==> config.mk <==
export PLATFORM = sky130hd
export DESIGN_NAME = mat_stream_loader
export DESIGN_NICKNAME = d
export VERILOG_FILES = /design/src/rtl/dsp_sys_arr_pkg.sv /design/src/rtl/mat_stream_loader_skid_buf2.sv /design/src/rtl/mat_stream_loader.sv
export SDC_FILE = /design/constraint.sdc
export NUM_CORES = 1
export LEC_CHECK = 0
export ABC_AREA = 1
export ABC_CLOCK_PERIOD_IN_PS = 2100
export CAP_MARGIN = 15
export CORE_UTILIZATION = 45
export DETAILED_ROUTE_END_ITERATION = 16
export GPL_ROUTABILITY_DRIVEN = 0
export PLACE_DENSITY_LB_ADDON = 0.05
export SLEW_MARGIN = 0
export SYNTH_ARGS = -nofsm -noshare
export SYNTH_HDL_FRONTEND = slang
export SYNTH_SLANG_ARGS = --single-unit
==> constraint.sdc <==
create_clock -name clk -period 2.1 [get_ports clk]
set_input_delay 0.315 -clock clk [delete_from_list [all_inputs] [get_ports clk]]
set_output_delay 0.315 -clock clk [all_outputs]
set_load 0.1 [all_outputs]
==> src/rtl/dsp_sys_arr_pkg.sv <==
// ---------------------------------------------------------------------------
// dsp_sys_arr_pkg : shared types and constants for the systolic-array system
// Rev 1.0
// ---------------------------------------------------------------------------
`default_nettype none

package dsp_sys_arr_pkg;

    localparam int SNGL_FLT_SIZE = 32;

    typedef enum logic [1:0] {
        IDLE   = 2'd0,
        STREAM = 2'd1,
        DRAIN  = 2'd2
    } loader_state_t;

    // Plain-vector encodings of loader_state_t for state registers
    localparam logic [1:0] LD_IDLE   = 2'd0;
    localparam logic [1:0] LD_STREAM = 2'd1;
    localparam logic [1:0] LD_DRAIN  = 2'd2;

    function automatic int loader_nbeats(input int m, input int n, input int k, input int bw);
        return ((m + k) * n) / bw;
    endfunction

endpackage

`default_nettype wire

==> src/rtl/mat_stream_loader_skid_buf2.sv <==
// ---------------------------------------------------------------------------
// skid_buf2 : 2-entry FIFO, head is always slot0
// Rev 1.0
// ---------------------------------------------------------------------------
`default_nettype none

module skid_buf2
    import dsp_sys_arr_pkg::*;
#(
    parameter int WIDTH = 2 * SNGL_FLT_SIZE
) (
    input  logic             clk,
    input  logic             nrst,
    input  logic             push,
    input  logic [WIDTH-1:0] din,
    input  logic             pop,
    output logic             full,
    output logic             empty,
    output logic [WIDTH-1:0] head
);

    logic [WIDTH-1:0] slot0;
    logic [WIDTH-1:0] slot1;
    logic [1:0]       count;
    logic             pop_ok;
    logic             push_ok;

    assign empty   = (count == 2'd0);
    assign full    = (count == 2'd2);
    assign head    = slot0;
    assign pop_ok  = pop & ~empty;
    assign push_ok = push & (~full | pop_ok);

    always_ff @(posedge clk or negedge nrst) begin
        if (!nrst) begin
            slot0 <= '0;
            slot1 <= '0;
            count <= 2'd0;
        end else begin
            case ({push_ok, pop_ok})
                2'b10: begin
                    if (count == 2'd0) slot0 <= din;
                    else               slot1 <= din;
                    count <= count + 2'd1;
                end
                2'b01: begin
                    slot0 <= slot1;
                    count <= count - 2'd1;
                end
                2'b11: begin
                    if (count == 2'd1) begin
                        slot0 <= din;
                    end else begin
                        slot0 <= slot1;
                        slot1 <= din;
                    end
                end
                default: ;
            endcase
        end
    end

endmodule

`default_nettype wire

==> src/rtl/mat_stream_loader.sv <==
// ---------------------------------------------------------------------------
// mat_stream_loader : streams A (row-major) then B (column-major) from memory
// Optional MAT_LOADER_PERF_EN adds stall_cycles / xfer_cycles.  Rev 1.0
// ---------------------------------------------------------------------------
`default_nettype none

module mat_stream_loader
    import dsp_sys_arr_pkg::*;
#(
    parameter int M  = 2,
    parameter int N  = 2,
    parameter int K  = 2,
    parameter int BW = 2,
    parameter int AW = 16
) (
    input  logic                        clk,
    input  logic                        nrst,
    input  logic                        start,
    input  logic [AW-1:0]               base_addr,
    output logic                        busy,
    output logic                        done,
    output logic                        mem_rd_en,
    output logic [AW-1:0]               mem_addr,
    input  logic [BW*SNGL_FLT_SIZE-1:0] mem_rd_dat,
    output logic                        out_valid,
    input  logic                        out_ready,
    output logic [BW*SNGL_FLT_SIZE-1:0] out_stream,
    output logic                        out_last
`ifdef MAT_LOADER_PERF_EN
    ,
    output logic [31:0]                 stall_cycles,
    output logic [31:0]                 xfer_cycles
`endif
);

    localparam int             NBEATS   = loader_nbeats(M, N, K, BW);
    localparam int             CW       = $clog2(NBEATS + 1);
    localparam logic [CW-1:0]  NB       = CW'(NBEATS);
    localparam logic [CW-1:0]  LAST_IDX = CW'(NBEATS - 1);

    if ((((M + K) * N) % BW) != 0) begin : g_bw_check
        $error("mat_stream_loader: (M+K)*N must be divisible by BW");
    end

    logic [1:0]    state;
    logic [AW-1:0] base;
    logic [CW-1:0] issued;
    logic [CW-1:0] accepted;
    logic          inflight;
    logic          done_r;
    logic          buf_full;
    logic          buf_empty;
    logic          handshake;
    logic [1:0]    buf_count;
    logic [2:0]    credit_used;

    assign handshake = out_valid & out_ready;
    assign buf_count = {buf_full, ~buf_full & ~buf_empty};

    // A beat leaving this cycle frees its slot for a read issued this cycle,
    // which is what lets the loader sustain one beat per clock.
    assign credit_used = {1'b0, buf_count} + {2'b00, inflight} - {2'b00, handshake};
    assign mem_rd_en   = (state == LD_STREAM) && (issued < NB) && (credit_used < 3'd2);
    assign mem_addr    = (state == LD_STREAM) ? base + AW'(issued) : '0;

    assign busy      = (state != LD_IDLE);
    assign done      = done_r;
    assign out_valid = ~buf_empty;
    assign out_last  = out_valid && (accepted == LAST_IDX);

    skid_buf2 #(
        .WIDTH (BW * SNGL_FLT_SIZE)
    ) u_buf (
        .clk   (clk),
        .nrst  (nrst),
        .push  (inflight),
        .din   (mem_rd_dat),
        .pop   (handshake),
        .full  (buf_full),
        .empty (buf_empty),
        .head  (out_stream)
    );

    always_ff @(posedge clk or negedge nrst) begin
        if (!nrst) begin
            state    <= LD_IDLE;
            base     <= '0;
            issued   <= '0;
            accepted <= '0;
            inflight <= 1'b0;
            done_r   <= 1'b0;
        end else begin
            done_r   <= 1'b0;
            inflight <= mem_rd_en;
            if (mem_rd_en) issued   <= issued + CW'(1);
            if (handshake) accepted <= accepted + CW'(1);
            case (state)
                LD_IDLE: begin
                    if (start) begin
                        base     <= base_addr;
                        issued   <= '0;
                        accepted <= '0;
                        state    <= LD_STREAM;
                    end
                end
                LD_STREAM: begin
                    if (issued == NB) state <= LD_DRAIN;
                end
                default: ;
            endcase
            if ((state != LD_IDLE) && handshake && (accepted == LAST_IDX)) begin
                state  <= LD_IDLE;
                done_r <= 1'b1;
            end
        end
    end

`ifdef MAT_LOADER_PERF_EN
    always_ff @(posedge clk or negedge nrst) begin
        if (!nrst) begin
            stall_cycles <= '0;
            xfer_cycles  <= '0;
        end else if ((state == LD_IDLE) && start) begin
            stall_cycles <= '0;
            xfer_cycles  <= '0;
        end else begin
            if (busy && out_valid && !out_ready && (stall_cycles != '1))
                stall_cycles <= stall_cycles + 32'd1;
            if (busy && (xfer_cycles != '1))
                xfer_cycles <= xfer_cycles + 32'd1;
        end
    end
`endif

endmodule

`default_nettype wire

==> results.md <==
- Site row count: 47
- Clk Tree Root Cell: sky130_fd_sc_hd__clkbuf_16
- Commonest non-fill, non-tap cell in the layout: sky130_fd_sc_hd__nand2_1
- Setup slack after layout: -312 ps
- Global Route Usage Sum: 0.207
- Endpoint kind of the worst setup timing path: output pin
- Post-DR wirelength/cell: 12.5 um
- Actual slew at the worst max-slew pin: 556 ps
- Clock Tree Buf Depth: 2
- Global-route wire length before repair: 28,800 um
- Ant diodes: 0
- Share of post-route cells with drive strength above 1: 0.202
- Io pins: 169
- Count of buffering cells on the critical path with inverters included: 3
- Max-slew violation total from the final report: 0
- Highest attainable clock frequency: 415 MHz
- Via count of the first global-routing pass: 5,848
- DRC violation count after routing: 0
- Height of the die: 132 um
- Count of max-cap constraint violations: 0
- Number of synthesized register bits: 156
- Number of antenna violations at the first check in global routing: 0
- Worst R2R Setup Slack: 200 ps
- RSZ-0062 raised after global routing: true
- Final antenna-violating net count: 0
- H-tree level count: 4
- Inserted Clock Buffers: 17
- GR Overflow Total: 0
- Fillers: 1,416
- Cell at the slowest stage of the critical path: sky130_fd_sc_hd__dfrtp_1
- Largest net degree at the start of global routing: 72
- Crit path DAT: 2100 ps
- Crit-path leading delay family: adder cells
- Port buffer count: 168
- Unique cell type count in the Yosys netlist: 26
- Area growth syn-to-layout: 40.4%
- Final nets: 1,230
- Post-route clock skew: 8.33 ps
- Ratio of routed vias to standard cells: 4.64
- Synth Net Count: 1,051
- Total number of yosys warnings: 0
- Vias: 6,342
- Post-layout minimum cycle time: 2410 ps
- Cells along the critical path: ha_2, inv_2, fa_2, inv_2, nand2_2, a21oi_4, a21oi_1, nor2_4, buf_12
- Worst-Skew Late Latency: 420 ps
- Effective utilization at floorplan: 0.458
- Final instance area: 0.0106 sq mm
- Proportion of synthesized chip area in sequential cells: 0.515
- Full die area: 0.0174 sq mm
- TritonRoute pass-1 iters: 5
- Clock transition at path regs: 60 ps
- Startpoint class of the critical path: flip-flop
- Hold crit path type: input port to async pin
- Cell type with the highest occurrence count on the critical path: sky130_fd_sc_hd__inv_2
- Total instance count after detailed placement: 1,317
- Total setup violations reported at the end of the flow: 16
- CTS tree: built
- CP Class: flip-flop to output pin
- Avg Synthesized Cell Area: 7.93 sq um
- Synthesized netlist cell count: 955
- Iteration-0 DRC Markers: 327
- Max FO, Critical Path: 4
- Max transition margin: 0.629
- Aggregate routed wire length: 17,100 um
- Area of the core: 0.0165 sq mm
- Post-Layout Cell Count: 1,367
- Cell area reported after detailed placement: 0.00967 sq mm
- Critical Path Max Stage Delay: 360 ps
- Commonest cells after routing, fill and taps aside: sky130_fd_sc_hd__nand2_1 (271), sky130_fd_sc_hd__o21ai_1 (194), sky130_fd_sc_hd__dfrtp_1 (156), sky130_fd_sc_hd__inv_1 (154), sky130_fd_sc_hd__buf_4 (93)
- Portion of the clock cycle consumed by the worst path in the final layout: 1.15
- Hold Vio Cnt, Final: 0
- HPWL reported at the end of detailed placement: 11,400 um
- DIE WIDTH: 132 um
- Violated checks: setup timing
- Critical path data required time: 1780 ps
- Status: complete, but fails checks
- Count of clock tree sinks: 156
- Summed instance area of the synthesized netlist: 0.00758 sq mm
## worst register-to-register path, cell delays in order, from the launching register on
cell and delay (ps):
sky130_fd_sc_hd__dfrtp_1 390, sky130_fd_sc_hd__inv_4 70, sky130_fd_sc_hd__ha_4 170, sky130_fd_sc_hd__inv_4 70, sky130_fd_sc_hd__nand2_4 50, sky130_fd_sc_hd__buf_4 160, sky130_fd_sc_hd__nor2_2 100, sky130_fd_sc_hd__nor2_1 80
sky130_fd_sc_hd__a21oi_4 280, sky130_fd_sc_hd__buf_4 310, sky130_fd_sc_hd__nand2_1 80, sky130_fd_sc_hd__o21ai_1 70
## routing by layer
layer / up-vias / wire, um / global-route usage
li1: 3321 / - / -
met1: 2890 / 7930 / 0.285
met2: 122 / 8330 / 0.329
met3: 9 / 730 / 0.0461
met4: 0 / 119 / 0.0562
met5: - / 0 / 0
## flip-flops by register name (all words and copies together) (netlist names)
| register | flops |
|---|---|
| done | 1 |
| u_buf.slot1 | 64 |
| u_buf.head | 64 |
| issued | 3 |
| u_buf.count | 2 |
| state | 2 |
| accepted | 3 |
| base | 16 |
| inflight | 1 |
## cell type report
cell class              instances  area (sq um)  share of cell area
repair buffers                206          2110               0.199
flip-flops and latches        156          3900               0.367
inverters                     162           613              0.0576
multi-input cells             591          3090               0.290
clock buffers                  18           439              0.0413
clock inverters                14           204              0.0192
well taps                     220           275              0.0259
## final timing paths
path,startpoint,to,depth (start not counted)
max reg2reg,u_buf.count[0],u_buf.head[62],11
max in group asynchronous,nrst,base[1],3
min,nrst,u_buf.head[5],2
max,base[0],mem_addr[8],9
min reg2reg,u_buf.slot1[40],u_buf.slot1[40],2
min in group clk,base_addr[4],base[4],3
## what timing repair did
action | in CTS | in global routing
hold buffers | 1 | 0
endpoints found under the setup margin | 16 | 16
gates resized for setup | 35 | 12
setup buffers | 10 | 7
endpoints found under the hold margin | 36 | 0
pin swaps | 19 | 11
## synthesized netlist by cell type
cell | number | share of area
sky130_fd_sc_hd__nor3b_1 | 1 | 0.00099
sky130_fd_sc_hd__a21oi_1 | 15 | 0.0099
sky130_fd_sc_hd__a31oi_1 | 2 | 0.0017
sky130_fd_sc_hd__xor2_1 | 1 | 0.0012
sky130_fd_sc_hd__dfrtp_1 | 156 | 0.52
sky130_fd_sc_hd__fa_1 | 1 | 0.0026
sky130_fd_sc_hd__inv_2 | 3 | 0.0015
sky130_fd_sc_hd__o21ai_2 | 1 | 0.0012
sky130_fd_sc_hd__nor2_1 | 39 | 0.019
sky130_fd_sc_hd__ha_1 | 11 | 0.018
sky130_fd_sc_hd__nand4_1 | 5 | 0.0041
sky130_fd_sc_hd__nor2_2 | 5 | 0.0041
sky130_fd_sc_hd__o21ai_1 | 191 | 0.13
sky130_fd_sc_hd__nand2_2 | 1 | 0.00083
sky130_fd_sc_hd__buf_4 | 9 | 0.0089
sky130_fd_sc_hd__o211ai_1 | 1 | 0.00099
sky130_fd_sc_hd__nand2_1 | 288 | 0.14
sky130_fd_sc_hd__nor3_1 | 2 | 0.0013
sky130_fd_sc_hd__and2_1 | 1 | 0.00083
sky130_fd_sc_hd__inv_1 | 159 | 0.079
sky130_fd_sc_hd__buf_6 | 20 | 0.030
sky130_fd_sc_hd__a21oi_2 | 1 | 0.0012
sky130_fd_sc_hd__buf_2 | 17 | 0.011
sky130_fd_sc_hd__nor2_4 | 1 | 0.0015
sky130_fd_sc_hd__nand3_1 | 12 | 0.0079
sky130_fd_sc_hd__o21ai_0 | 12 | 0.0079
## stage by stage
stage / setup WS [ps] / utilization / setup TNS, ps / hold slack [ps]
finish: -312 / 0.644 / -3040 / 367
global placement: 32.5 / 0.585 / 0 / 251
floorplan: -347 / - / -742 / 19.4
detailed placement: -7.53 / 0.585 / -7.53 / 249
CTS: -322 / 0.636 / -3420 / 368
global route: -438 / 0.644 / -4840 / 393
## cells by family (layout without fill, tap and decap cells)
| family | Yosys count | after routing | share of synthesized area |
|---|---|---|---|
| flops | 156 | 156 | 0.515 |
| buf+inv | 208 | 400 | 0.130 |
| fa+ha+maj | 12 | 12 | 0.0208 |
| xor+xnor | 1 | 1 | 0.00116 |
| simple gates | 355 | 355 | 0.184 |
| compound gates | 223 | 223 | 0.149 |
Power is not shown: default switching activity piles up to over one toggle a cycle in this logic, so the estimate is an artifact.
